$ cat src/rtl/mul_sweep_pkg.sv
// Shared types and defaults for the multiplier error sweep controller.
// Optional worst-case operand capture is enabled by MUL_ERR_SWEEP_WCASE_EN.
package mul_sweep_pkg;

    localparam int W_DEF = 6;

    typedef enum logic [1:0] {
        S_IDLE  = 2'd0,
        S_RUN   = 2'd1,
        S_DRAIN = 2'd2,
        S_DONE  = 2'd3
    } sweep_state_t;

endpackage

$ cat src/rtl/mul_err_acc.sv
// Stage 2 of the sweep: absolute error, compare against running max, accumulate.
// Worst-case operand capture is present only with MUL_ERR_SWEEP_WCASE_EN.
module mul_err_acc
    import mul_sweep_pkg::*;
#(
    parameter int W = W_DEF
) (
    input  logic             clk,
    input  logic             rst_n,
    input  logic             i_clr,
    input  logic             i_v,
    input  logic [2*W-1:0]   i_p,
    input  logic [2*W-1:0]   i_x,
`ifdef MUL_ERR_SWEEP_WCASE_EN
    input  logic [W-1:0]     i_a,
    input  logic [W-1:0]     i_b,
    output logic [W-1:0]     o_wc_a,
    output logic [W-1:0]     o_wc_b,
`endif
    output logic [2*W:0]     o_cnt,
    output logic [4*W-1:0]   o_sum,
    output logic [2*W-1:0]   o_max
);

    logic [2*W:0]   w_diff;
    logic [2*W-1:0] w_lo;
    logic [2*W-1:0] w_abs;
    logic           w_gt;

    // Bit 2W of the widened difference is the sign.
    assign w_diff = {1'b0, i_p} - {1'b0, i_x};
    assign w_lo   = w_diff[2*W-1:0];
    assign w_abs  = w_diff[2*W] ? (~w_lo + 1'b1) : w_lo;
    assign w_gt   = (w_abs > o_max);

    always_ff @(posedge clk or negedge rst_n) begin
        if (!rst_n) begin
            o_cnt <= '0;
            o_sum <= '0;
            o_max <= '0;
        end else if (i_clr) begin
            o_cnt <= '0;
            o_sum <= '0;
            o_max <= '0;
        end else if (i_v) begin
            if (w_abs != '0) begin
                o_cnt <= o_cnt + 1'b1;
            end
            o_sum <= o_sum + {{(2*W){1'b0}}, w_abs};
            if (w_gt) begin
                o_max <= w_abs;
            end
        end
    end

`ifdef MUL_ERR_SWEEP_WCASE_EN
    always_ff @(posedge clk or negedge rst_n) begin
        if (!rst_n) begin
            o_wc_a <= '0;
            o_wc_b <= '0;
        end else if (i_clr) begin
            o_wc_a <= '0;
            o_wc_b <= '0;
        end else if (i_v && w_gt) begin
            o_wc_a <= i_a;
            o_wc_b <= i_b;
        end
    end
`endif

endmodule

$ cat src/rtl/mul_err_sweep_ctrl.sv
// Exhaustive operand sweep of a multiplier under test with error statistics.
// Define MUL_ERR_SWEEP_WCASE_EN to add worst-case operand outputs wc_a/wc_b.
module mul_err_sweep_ctrl
    import mul_sweep_pkg::*;
#(
    parameter int W = W_DEF
) (
    input  logic             clk,
    input  logic             rst_n,
    input  logic             start,
    input  logic             abort,
    output logic [W-1:0]     mul_a,
    output logic [W-1:0]     mul_b,
    input  logic [2*W-1:0]   mul_p,
    output logic             busy,
    output logic             done,
    output logic             res_valid,
`ifdef MUL_ERR_SWEEP_WCASE_EN
    output logic [W-1:0]     wc_a,
    output logic [W-1:0]     wc_b,
`endif
    output logic [2*W:0]     err_cnt,
    output logic [4*W-1:0]   err_sum,
    output logic [2*W-1:0]   err_max
);

    sweep_state_t   r_state;
    logic [2*W-1:0] r_ab;
    logic           r_drn;
    logic           r_busy;
    logic           r_done;
    logic           r_res_valid;

    logic [2*W-1:0] r_s1_p;
    logic [2*W-1:0] r_s1_x;
    logic           r_s1_v;
`ifdef MUL_ERR_SWEEP_WCASE_EN
    logic [W-1:0]   r_s1_a;
    logic [W-1:0]   r_s1_b;
`endif

    logic           w_go;
    logic [2*W-1:0] w_x;

    assign mul_a     = r_ab[2*W-1:W];
    assign mul_b     = r_ab[W-1:0];
    assign busy      = r_busy;
    assign done      = r_done;
    assign res_valid = r_res_valid;

    assign w_go = (r_state == S_IDLE) && start && !abort;
    assign w_x  = (2*W)'(mul_a) * (2*W)'(mul_b);

    always_ff @(posedge clk or negedge rst_n) begin
        if (!rst_n) begin
            r_state     <= S_IDLE;
            r_ab        <= '0;
            r_drn       <= 1'b0;
            r_busy      <= 1'b0;
            r_done      <= 1'b0;
            r_res_valid <= 1'b0;
        end else begin
            r_done <= 1'b0;
            unique case (r_state)
                S_IDLE: begin
                    if (w_go) begin
                        r_state     <= S_RUN;
                        r_ab        <= '0;
                        r_busy      <= 1'b1;
                        r_res_valid <= 1'b0;
                    end
                end
                S_RUN: begin
                    if (abort) begin
                        r_state <= S_IDLE;
                        r_busy  <= 1'b0;
                    end else if (&r_ab) begin
                        r_state <= S_DRAIN;
                        r_drn   <= 1'b0;
                    end else begin
                        r_ab <= r_ab + 1'b1;
                    end
                end
                S_DRAIN: begin
                    if (abort) begin
                        r_state <= S_IDLE;
                        r_busy  <= 1'b0;
                    end else if (r_drn) begin
                        r_state     <= S_DONE;
                        r_busy      <= 1'b0;
                        r_done      <= 1'b1;
                        r_res_valid <= 1'b1;
                    end else begin
                        r_drn <= 1'b1;
                    end
                end
                S_DONE: begin
                    r_state <= S_IDLE;
                end
            endcase
        end
    end

    // Stage 1 captures the returned product beside the exact one.
    always_ff @(posedge clk or negedge rst_n) begin
        if (!rst_n) begin
            r_s1_p <= '0;
            r_s1_x <= '0;
            r_s1_v <= 1'b0;
        end else begin
            r_s1_p <= mul_p;
            r_s1_x <= w_x;
            r_s1_v <= (r_state == S_RUN) && !abort;
        end
    end

`ifdef MUL_ERR_SWEEP_WCASE_EN
    always_ff @(posedge clk or negedge rst_n) begin
        if (!rst_n) begin
            r_s1_a <= '0;
            r_s1_b <= '0;
        end else begin
            r_s1_a <= mul_a;
            r_s1_b <= mul_b;
        end
    end
`endif

    mul_err_acc #(
        .W(W)
    ) u_acc (
        .clk    (clk),
        .rst_n  (rst_n),
        .i_clr  (w_go),
        .i_v    (r_s1_v),
        .i_p    (r_s1_p),
        .i_x    (r_s1_x),
`ifdef MUL_ERR_SWEEP_WCASE_EN
        .i_a    (r_s1_a),
        .i_b    (r_s1_b),
        .o_wc_a (wc_a),
        .o_wc_b (wc_b),
`endif
        .o_cnt  (err_cnt),
        .o_sum  (err_sum),
        .o_max  (err_max)
    );

endmodule

$ cat config.mk
export PLATFORM = sky130hd
export DESIGN_NAME = mul_err_sweep_ctrl
export DESIGN_NICKNAME = d
export VERILOG_FILES = /design/src/rtl/mul_sweep_pkg.sv /design/src/rtl/mul_err_acc.sv /design/src/rtl/mul_err_sweep_ctrl.sv
export SDC_FILE = /design/constraint.sdc
export NUM_CORES = 1
export LEC_CHECK = 0
export CORE_ASPECT_RATIO = 0.75
export CORE_MARGIN = 2
export CORE_UTILIZATION = 40
export DETAILED_ROUTE_END_ITERATION = 16
export GPL_TIMING_DRIVEN = 1
export PLACE_DENSITY = 0.71
export SYNTH_ARGS = -nofsm -noshare
export SYNTH_HDL_FRONTEND = slang
export SYNTH_SLANG_ARGS = --single-unit
$ cat constraint.sdc
create_clock -name clk -period 4.14 [get_ports clk]
set_clock_uncertainty 0.05 [all_clocks]
set_input_delay 0.828 -clock clk [delete_from_list [all_inputs] [get_ports clk]]
set_output_delay 0.828 -clock clk [all_outputs]
set_load 0.01 [all_outputs]
======== Word level (Yosys, flattened, before mapping) ========
Index checks and enable logic that the tools add are counted.
word-level totals
  bits in registers ....................... 92
  input port bits ......................... 16
  output and inout port bits .............. 64
cells by class
  $add $sub $neg .......................... 5
  multipliers ............................. 1
  $lt $le $gt $ge ......................... 1
  eq/ne operators ......................... 12
  muxes and demuxes ....................... 35
  bitwise operators ....................... 1
  reductions and logical operators ........ 21
operators with widths
  operator                                                          count
  12-bit 2-to-1 mux                                                 7
  24-bit 2-to-1 mux                                                 2
  13-bit 2-to-1 mux                                                 3
  12-bit by 1-bit adder with 12-bit output (second input constant)  2
  24-bit by 12-bit adder with 24-bit output                         1
  12-bit case mux with 2 select lines                               1
  4-bit AND reduction                                               4
  13-bit by 1-bit adder with 13-bit output (second input constant)  1
  1-bit 2-to-1 mux                                                  13
  12-bit by 12-bit subtractor with 13-bit output                    1
  12-bit greater-than comparator                                    1
  6-bit by 6-bit multiplier with 12-bit output                      1
  2-bit != test (second input constant)                             6
  12-bit inverter                                                   1
  12-bit AND reduction                                              1
  12-bit nonzero test                                               1
  2-bit nonzero test                                                6
  2-bit 2-to-1 mux                                                  5
  2-bit case mux with 4 select lines                                1
  3-bit != test (second input constant)                             2
  2-bit == test (second input constant)                             2
  1-bit case mux with 2 select lines                                2
  2-bit AND reduction                                               2
  1-bit logical AND                                                 3
  other kinds (7)                                                   7

======== Logic depth before layout (Yosys ltp) ========
Gate-level depths: netlist of the first run.
  word-level depth ........................ 8
  gate-level depth with buffers ........... 23

======== Modules after synthesis ========
A second synthesis of the first run with hierarchy kept.
second synthesis, totals
  cells, all modules ...................... 770
  area, all modules ....................... 7006.7 um^2
modules (own cells, without submodules)
  module              instances  cells each  area each (um^2)  sequential area each (um^2)
  mul_err_acc         1          484         4120.2            1226.2
  mul_err_sweep_ctrl  1          286         2886.5            1076.0

======== Worst setup path before layout of the first run ========
Ideal clock, no wire load.
  path type ............................... reg-to-reg
  from .................................... register r_s1_p[0]
  to ...................................... register u_acc.o_max[10]
  library setup time ...................... 132 ps
  arrival time ............................ 4384 ps
  path slack .............................. -426 ps
  stages on the path, launching flop included .. 23
  path buffers ............................ 2
  clock period less this slack ............ 4566 ps
  cell sequence ........................... dfrtp_1 -> inv_1 -> ha_1 -> inv_1 -> fa_1 -> a211oi_2 -> nor2_1 -> or2_2 -> clkbuf_1 -> o211a_1 -> o21a_1 -> or2_2 -> ha_1 -> a21o_1 -> a21o_1 -> a21o_1 -> a21oi_1 -> nor2b_1 -> o21ai_0 -> a21oi_1 -> clkbuf_1 -> mux2i_1 -> nor2_1
on the way
  longest elaborated chain between the ends .. 7
ends and longest elaborated chain
  item                                                                       RTL line                              text
  start, declared                                                            mul_err_sweep_ctrl.sv:34              logic [2*W-1:0] r_s1_p;
  start signal, assigned                                                     mul_err_sweep_ctrl.sv:111             r_s1_p <= mul_p;
  12-bit by 12-bit subtractor with 13-bit output *                           mul_err_acc.sv:31                     assign w_diff = {1'b0, i_p} - {1'b0, i_x};
  12-bit inverter                                                            mul_err_acc.sv:33                     assign w_abs = w_diff[2*W] ? (~w_lo + 1'b1) : w_lo;
  12-bit by 1-bit adder with 12-bit output                                   mul_err_acc.sv:33
  12-bit 2-to-1 mux *                                                        mul_err_acc.sv:33
  12-bit greater-than comparator or 12-bit 2-to-1 mux (tied branches)        mul_err_acc.sv:34, mul_err_acc.sv:50
  2-bit nonzero test (no source line) or 12-bit 2-to-1 mux (tied branches)   n/a
  2-bit AND reduction (no source line) or 12-bit 2-to-1 mux (tied branches)  n/a
  end signal, assigned                                                       mul_err_acc.sv:51                     o_max <= w_abs;
  end, declared                                                              mul_err_acc.sv:22                     output logic [2*W-1:0] o_max
Every way passes the cells marked *; elsewhere a longest branch is shown, timed or not. The select of a mux whose other input is x is not followed.
A chain may end at the register's enable or synchronous reset.

======== Final worst setup path of the first run ========
  from .................................... register r_s1_p[0]
  to ...................................... register u_acc.o_max[1]
Same word-level chain as after synthesis.

==> results.json, run 1 <==
{
  "io_buffers": 79,
  "async_reset_ff_share_pct": 100,
  "coreArea_um2": 16800,
  "crit_family": "compound AO/OA/AOI/OAI gates",
  "syn_inst": 758,
  "syn_area_um2": 6880,
  "seq_area_um2": 2300,
  "dp_hpwl_mm": 12.6,
  "path_cells": "inv_1, ha_2, inv_2, fa_2, a211oi_4, buf_6, o21ba_2, nor2_1, nor3_2, nor2_4, xnor2_2, ha_1, a21o_1, a21o_1, a21o_1, a21o_1, a21oi_2, nor2b_1, o21ai_1, a21oi_2, buf_6, buf_6, a211oi_2",
  "period_needed_ns": 4.42,
  "rr_endpoint": "u_acc.o_max[1]",
  "reg2reg_from": "r_s1_p[0]",
  "antenna_cells": 0,
  "vias_per_cell": 5.42,
  "grt_max_degree": 80,
  "startpoint_type": "flop",
  "critPathSlowestCell": "fa_2",
  "min_path_type": "reg -> reg",
  "wl_met3_um": 975,
  "synthToLayoutAreaGrowth_pct": 37.8,
  "clk_pin_slew_worst_paths_ns": 0.07,
  "drive_gt1_share_pct": 23.0,
  "cts_tree": "built",
  "syn_avg_cell_area_um2": 9.08,
  "ios": 80,
  "ys_ff_latch": 92,
  "timing.final.crit_share_pct": 107,
  "ir_worst_vdd_uv": 255,
  "grtUsageTotal_pct": 20.0,
  "reg2regPathDepth": 23,
  "drt_wl_total_mm": 18.5,
  "cts_num_sinks": 92,
  "cts_buffer_depth": 2,
  "final_nets": 1036,
  "pre_cts_slack_ns": -0.320,
  "leakagePower_nw": 4.36,
  "drc": 0,
  "dieHeight_um": 118,
  "initial_core_util_pct": 40.9,
  "vias": 6259,
  "dr.pass1.iters": 5,
  "h-tree-depth": 3,
  "critical_path_class": "reg -> reg",
  "worst_pin_slew_ns": 1.02,
  "finalSetupViolCount": 30,
  "wl_per_cell_um": 16.1,
  "outcome": "finished, violations left",
  "p_total_mw": 4.50,
  "grt_pass1_wl_mm": 29.7,
  "min_to": "u_acc.o_sum[23]",
  "multi_input_area_um2": 4660,
  "ys_types": 66,
  "worstSetupEndpointType": "flop",
  "synth_edf_count": 0,
  "r2r_slack_ns": -0.28,
  "clkLatencyLatePin_ns": 0.36,
  "worst_slack_ns": -0.285,
  "highest_layer": "met4",
  "hold_path_depth": 2,
  "crit_required_ns": 4.36,
  "path_common_cell": "a21o_1",
  "critPathArrivalTime_ns": 4.64,
  "wl_met2_mm": 8.51,
  "synth-seq-area-share_pct": 33.5,
  "drt-met1-wl_mm": 8.79,
  "failed_checks": "negative setup slack",
  "timing.setup.tns_ns": -3.02,
  "die_area_um2": 18300,
  "grt_antenna_before_repair": 0,
  "fmax_mhz": 226,
  "timing.hold.ws_ns": 0.495,
  "power_density_nw_per_um2": 474,
  "postRouteAntennaNets": 0,
  "worst-path-buf-inv": 5,
  "grt_pass1_vias": 6050,
  "slew_headroom_pct": 31.7,
  "synth_nets": 859,
  "final.fill_count": 1441,
  "finalMaxSlewViolations": 0,
  "crit_fanout": 7,
  "rsz0062_at_grt": "true",
  "yosysWarnings": 0,
  "synth_flop_cell": "dfrtp_1",
  "critPathMaxStageDelay_ns": 0.37,
  "die_w_um": 155,
  "min_from": "u_acc.o_sum[23]",
  "place.gp.congestion": 0.892,
  "cts_hold_buf": 0,
  "first_iter_violations": 496,
  "cts_made_buffers": 9,
  "root_buffer": "clkbuf_16",
  "rows": 41,
  "drv_cap": 0,
  "final_core_util_pct": 56.4,
  "grt_remaining_overflow": 0,
  "finalHoldViolCount": 0
}
power breakdown:
group	internal, mW	total (mW)	switching, mW	leakage (nW)
registers	1.07	1.27	0.202	1.21
logic	1.23	2.42	1.18	3.02
clock network	0.440	0.813	0.373	0.134
total	2.74	4.50	1.76	4.36
cells in the final DEF, fill, tap and decap left out, types with 4 or more instances in the layout:
| master | instances |
|---|---|
| buf_4 | 105 |
| dfrtp_1 | 91 |
| clkdlybuf4s50_1 | 78 |
| inv_1 | 68 |
| nor2_1 | 65 |
| ha_1 | 58 |
| nand2_1 | 47 |
| a21oi_1 | 26 |
| and2_1 | 25 |
| mux2i_1 | 25 |
| xnor2_1 | 22 |
| o21ai_0 | 18 |
| nand3_1 | 18 |
| o21ai_1 | 17 |
| fa_1 | 17 |
| nand4_1 | 14 |
| and3_1 | 14 |
| xor2_1 | 13 |
| a21o_1 | 12 |
| buf_6 | 11 |
| or3_1 | 10 |
| nand2b_1 | 9 |
| a21oi_2 | 9 |
| clkbuf_16 | 9 |
| nor2b_1 | 8 |
| o21a_1 | 8 |
| xnor2_2 | 6 |
| nor3_1 | 6 |
| o21ai_2 | 6 |
| o31ai_1 | 6 |
| ha_4 | 6 |
| nor3_2 | 5 |
| o21bai_1 | 5 |
| or4_1 | 5 |
| a31oi_1 | 4 |
| o211ai_1 | 4 |
flip-flops by register name, indices dropped and copies added (netlist names), 2 cells and up:
signal	flops
u_acc.o_sum	24
u_acc.o_cnt	13
r_ab	12
r_s1_p	12
r_s1_x	12
u_acc.o_max	12
r_state	2
what timing repair did:
action / CTS / global route
endpoints found under the hold margin: 0 / 0
gates resized for setup: 57 / 46
endpoints found under the setup margin: 28 / 44
setup buffers: 21 / 12
cloned: 0 / 1
pin swaps: 37 / 41
worst max-delay path by stage:
stage / start / to / depth (start not counted)
2_1_floorplan: r_s1_p[0] / u_acc.o_max[10] / 22
3_3_place_gp: r_s1_p[0] / u_acc.o_sum[14] / 22
3_5_place_dp: r_s1_p[0] / u_acc.o_sum[14] / 22
4_1_cts: r_s1_p[0] / u_acc.o_max[9] / 20
5_1_grt: r_s1_p[0] / u_acc.o_max[1] / 23
6_report: r_s1_p[0] / u_acc.o_max[1] / 23
cells in the mapped netlist, types with 2 or more instances:
library cell | number | area, um^2
nor2b_1 | 10 | 62.6
nand2_1 | 48 | 180
o21a_1 | 8 | 60.1
o211a_1 | 3 | 30.0
or3_1 | 10 | 62.6
or2_1 | 2 | 12.5
mux2i_1 | 26 | 260
a21oi_2 | 3 | 26.3
fa_1 | 19 | 380
o31ai_1 | 8 | 60.1
o2111ai_1 | 5 | 43.8
a211oi_2 | 2 | 25.0
a21oi_1 | 35 | 175
buf_4 | 2 | 15.0
xor2_1 | 15 | 131
nand3_1 | 20 | 100
nor3b_1 | 2 | 15.0
a31oi_1 | 6 | 37.5
a211oi_1 | 2 | 15.0
o21bai_1 | 5 | 37.5
and2_1 | 25 | 156
buf_2 | 2 | 10.0
xnor2_1 | 29 | 254
inv_1 | 71 | 267
a211o_1 | 2 | 17.5
o211ai_1 | 4 | 30.0
nor2_1 | 70 | 263
o21ai_1 | 8 | 40.0
dfrtp_1 | 92 | 2300
nand4_1 | 14 | 87.6
nor3_1 | 11 | 55.1
and3_1 | 14 | 87.6
clkbuf_1 | 23 | 86.3
a31o_2 | 2 | 17.5
a21o_1 | 12 | 90.1
nor4b_1 | 3 | 26.3
o21ai_0 | 34 | 170
nand3b_1 | 3 | 22.5
ha_1 | 66 | 826
or2_2 | 4 | 25.0
or4_1 | 5 | 37.5
nand2b_1 | 9 | 56.3
tightest hold or removal path: cells and delay by family, from the launching register on:
family	cells	cell delay (ns)
DFF	1	0.37
and+or+nand+nor	1	0.07
xor gates and xnor gates	1	0.07
metal layers:
metal	GRT usage, %	vias to the layer above
met5	0	-
met4	5.39	0
met3	3.98	24
met2	31.0	194
met1	28.5	3062
li1	-	2979
layout make-up:
type | count | area share, %
multi-input combinational | 566 | 49.2
tap | 215 | 2.84
clock inverter | 4 | 0.343
timing repair buffer | 194 | 17.9
clock buffer | 11 | 2.67
inverter | 72 | 2.85
sequential | 92 | 24.3
per-stage QoR:
| stage | cell area [um^2] | instances |
|---|---|---|
| after floorplan | 6910 | 758 |
| after CTS | 9190 | 1144 |
| final | 9480 | 1154 |
| after global routing | 9480 | 1154 |
| after global placement | 8480 | 1108 |
| after detailed placement | 8480 | 1108 |
logic make-up after synthesis:
group                    Yosys count  synth area share, %
flip-flops                        92                 33.5
AND/OR/NAND/NOR                  256                 19.0
XOR/XNOR                          44                 5.60
multiplexers                      27                 3.95
buffers and inverters            100                 5.60
AO/OA/AOI/OAI                    154                 14.9
adder cells (fa/ha/maj)           85                 17.5
No activity file was read; power rests on OpenSTA's default activity.
==> run 2: changes to the inputs <==
--- a/config.mk
+++ b/config.mk
@@ -11,6 +11,7 @@
 export DETAILED_ROUTE_END_ITERATION = 16
 export GPL_TIMING_DRIVEN = 1
 export PLACE_DENSITY = 0.71
+export REMOVE_ABC_BUFFERS = 1
 export SYNTH_ARGS = -nofsm -noshare
 export SYNTH_HDL_FRONTEND = slang
 export SYNTH_SLANG_ARGS = --single-unit
==> results.json, run 2 (same netlist as run 1, synthesis figures left out) <==
{
  "outcome": "finished, violations left",
  "failed_checks": "negative setup slack",
  "period_needed_ns": 4.29,
  "final_nets": 1032,
  "antenna_cells": 0,
  "grt-busiest-layer": "met2",
  "synthToLayoutAreaGrowth_pct": 35.6,
  "drv_cap": 0,
  "startpoint_type": "flop",
  "worstSetupEndpointType": "flop",
  "root_buffer": "clkbuf_16",
  "vias_per_cell": 5.25,
  "critPathSlowestCell": "dfrtp_1",
  "fmax_mhz": 233,
  "wl_per_cell_um": 15.3,
  "drt_wl_total_mm": 17.6,
  "internal_power_mw": 2.70,
  "grt_remaining_overflow": 0,
  "layout_common_cells": "buf_4 (106), dfrtp_1 (89), clkdlybuf4s50_1 (78), nor2_1 (68), inv_1 (66)",
  "critical_path.startpoint": "r_s1_p[0]",
  "worst_slack_ns": -0.152,
  "finalSetupViolCount": 33,
  "rsz0062_at_grt": "true",
  "grt_pass1_vias": 5899,
  "largest_reg_flops": 24,
  "power.switching_mw": 1.65,
  "dpl_cell_area_um2": 8530,
  "first_iter_violations": 390,
  "met1_usage_pct": 29.2,
  "crit_fanout": 5,
  "seq_area_um2": 2310,
  "critPathMaxStageDelay_ns": 0.38,
  "critPathArrivalTime_ns": 4.49,
  "reg_top3": "u_acc.o_sum x24, u_acc.o_cnt x13",
  "postLayoutCellArea_um2": 9330,
  "die_area_um2": 18300,
  "regMostFlops": "u_acc.o_sum",
  "leakagePower_nw": 4.31,
  "finalHoldViolCount": 0,
  "worst-path-buf-inv": 5,
  "io_buffers": 79,
  "h-tree-depth": 3,
  "final.fill_count": 1453,
  "dp_hpwl_mm": 12.7,
  "min_from": "busy",
  "gr-usage-met2_pct": 30.5,
  "worst_pin_slew_ns": 0.897,
  "cts_tree": "built",
  "crit_family": "compound AO/OA/AOI/OAI gates",
  "slew_headroom_pct": 40.2,
  "cts_num_sinks": 92,
  "dr.pass1.iters": 5,
  "min_path_type": "reg -> reg",
  "path_cells": "inv_2, ha_4, inv_2, fa_2, a211oi_4, buf_6, nor4b_1, or3b_4, o21ba_4, nand3_4, o21a_1, xor2_1, buf_4, ha_4, nand4_1, nor3_2, nor2_1, a21oi_2, buf_6, mux2i_1, nor2_1",
  "finalMaxSlewViolations": 0,
  "crit_required_ns": 4.33,
  "power_density_nw_per_um2": 466,
  "seqPwrFrac_pct": 29.2,
  "switching_share_pct": 38.0,
  "die_w_um": 155,
  "dieHeight_um": 118,
  "critical_path_class": "reg -> reg",
  "final_common_cell": "buf_4",
  "drc": 0,
  "drive_gt1_share_pct": 21.8,
  "reg2regPathDepth": 21,
  "pwr-share-clk_pct": 19.4,
  "reg2reg_from": "r_s1_p[0]",
  "grtUsageTotal_pct": 19.8,
  "pre_cts_slack_ns": -0.490,
  "rows": 41,
  "critical_path_depth": 21,
  "clkLatencyLatePin_ns": 0.35,
  "ios": 80,
  "grt_antenna_before_repair": 0,
  "p_comb_share_pct": 51.4,
  "place.gp.congestion": 0.852,
  "timing.final.crit_share_pct": 104,
  "postRouteAntennaNets": 0,
  "cts_hold_buf": 0,
  "clk_pin_slew_worst_paths_ns": 0.07,
  "cts_made_buffers": 9,
  "timing.hold.ws_ns": 0.472,
  "grt_pass1_wl_mm": 29.4,
  "multi_input_area_um2": 4540,
  "initial_core_util_pct": 40.9,
  "vias": 6037,
  "coreArea_um2": 16800,
  "use_met3_pct": 3.50,
  "grt_max_degree": 68,
  "ir_worst_vdd_uv": 235,
  "hold_path_depth": 2,
  "cts_buffer_depth": 2
}
run 2: area by class of cell:
| cell class | count | share of cell area, % |
|---|---|---|
| Multi-Input combinational cell | 566 | 48.7 |
| Sequential cell | 92 | 24.7 |
| Timing Repair Buffer | 190 | 17.6 |
| Clock buffer | 13 | 2.90 |
| Inverter | 72 | 2.90 |
| Tap cell | 215 | 2.88 |
| Clock inverter | 3 | 0.308 |
run 2: metal layers:
| layer | wire, um | up-vias | part of all wire, % |
|---|---|---|---|
| met5 | 0 | - | 0 |
| met2 | 7690 | 143 | 44 |
| met3 | 779 | 10 | 4.4 |
| met1 | 8950 | 2918 | 51 |
| li1 | - | 2966 | - |
| met4 | 142 | 0 | 0.81 |
run 2: power groups by stage:
| stage | sequential, mW | clock (mW) | combinational [mW] |
|---|---|---|---|
| 3_5_place_dp | 1.28 | 0 | 1.92 |
| 6_report | 1.27 | 0.842 | 2.24 |
| 3_3_place_gp | 1.27 | 0 | 1.88 |
| 2_1_floorplan | 1.31 | 0 | 0.985 |
| 5_1_grt | 1.30 | 0.895 | 2.47 |
| 4_1_cts | 1.27 | 0.858 | 2.11 |
run 2: path summary, 6_finish.rpt:
path                                  end  slack [ns]
min in group asynchronous  u_acc.o_max[0]        0.54
min                                  busy        0.47
min reg2reg                          busy        0.47
max reg2reg                u_acc.o_max[4]       -0.15
max                        u_acc.o_max[4]       -0.15
max in group asynchronous  u_acc.o_cnt[7]        2.73
run 2: tightest hold or removal path: stages (launching register included):
cell and delay (ns):
dfrtp_1 0.35, o31ai_1 0.07, o41ai_1 0.06
run 2: what timing repair did:
action                     CTS  global route
cloned                       1             0
setup buffers               14             3
pin swaps                   27            14
setup endpoints to repair   40            44
hold endpoints to repair     0             0
resized for setup           53            34
run 2: stage by stage:
| step | std cells | power [mW] | utilization (%) | setup TNS (ns) |
|---|---|---|---|---|
| 6_report | 1151 | 4.35 | 55.4 | -2.95 |
| 5_1_grt | 1151 | 4.66 | 55.4 | -11.51 |
| 3_5_place_dp | 1117 | 3.19 | 50.7 | -7.50 |
| 4_1_cts | 1148 | 4.24 | 54.5 | -0.814 |
| 2_1_floorplan | 730 | 2.29 | - | -10.44 |
| 3_3_place_gp | 1117 | 3.16 | 50.7 | -4.15 |
==> run 3: changes to the inputs <==
--- a/config.mk
+++ b/config.mk
@@ -12,6 +12,7 @@
 export GPL_TIMING_DRIVEN = 1
 export PLACE_DENSITY = 0.71
 export REMOVE_ABC_BUFFERS = 1
+export SLEW_MARGIN = 25
 export SYNTH_ARGS = -nofsm -noshare
 export SYNTH_HDL_FRONTEND = slang
 export SYNTH_SLANG_ARGS = --single-unit
==> constraint.sdc (replaced) <==
create_clock -name clk -period 4.14 [get_ports clk]
set_clock_uncertainty 0.05 [all_clocks]
set_input_delay 0.828 -clock clk [delete_from_list [all_inputs] [get_ports clk]]
set_output_delay 0.828 -clock clk [all_outputs]
set_load 0.005 [all_outputs]
==> results of run 3 <==
The final DEF is identical to that of run 2. Status: finished, violations left: negative setup slack.
Main changes from that run: total power 4.35 mW -> 4.29 mW; worst IR drop on VDD 235 uV -> 234 uV
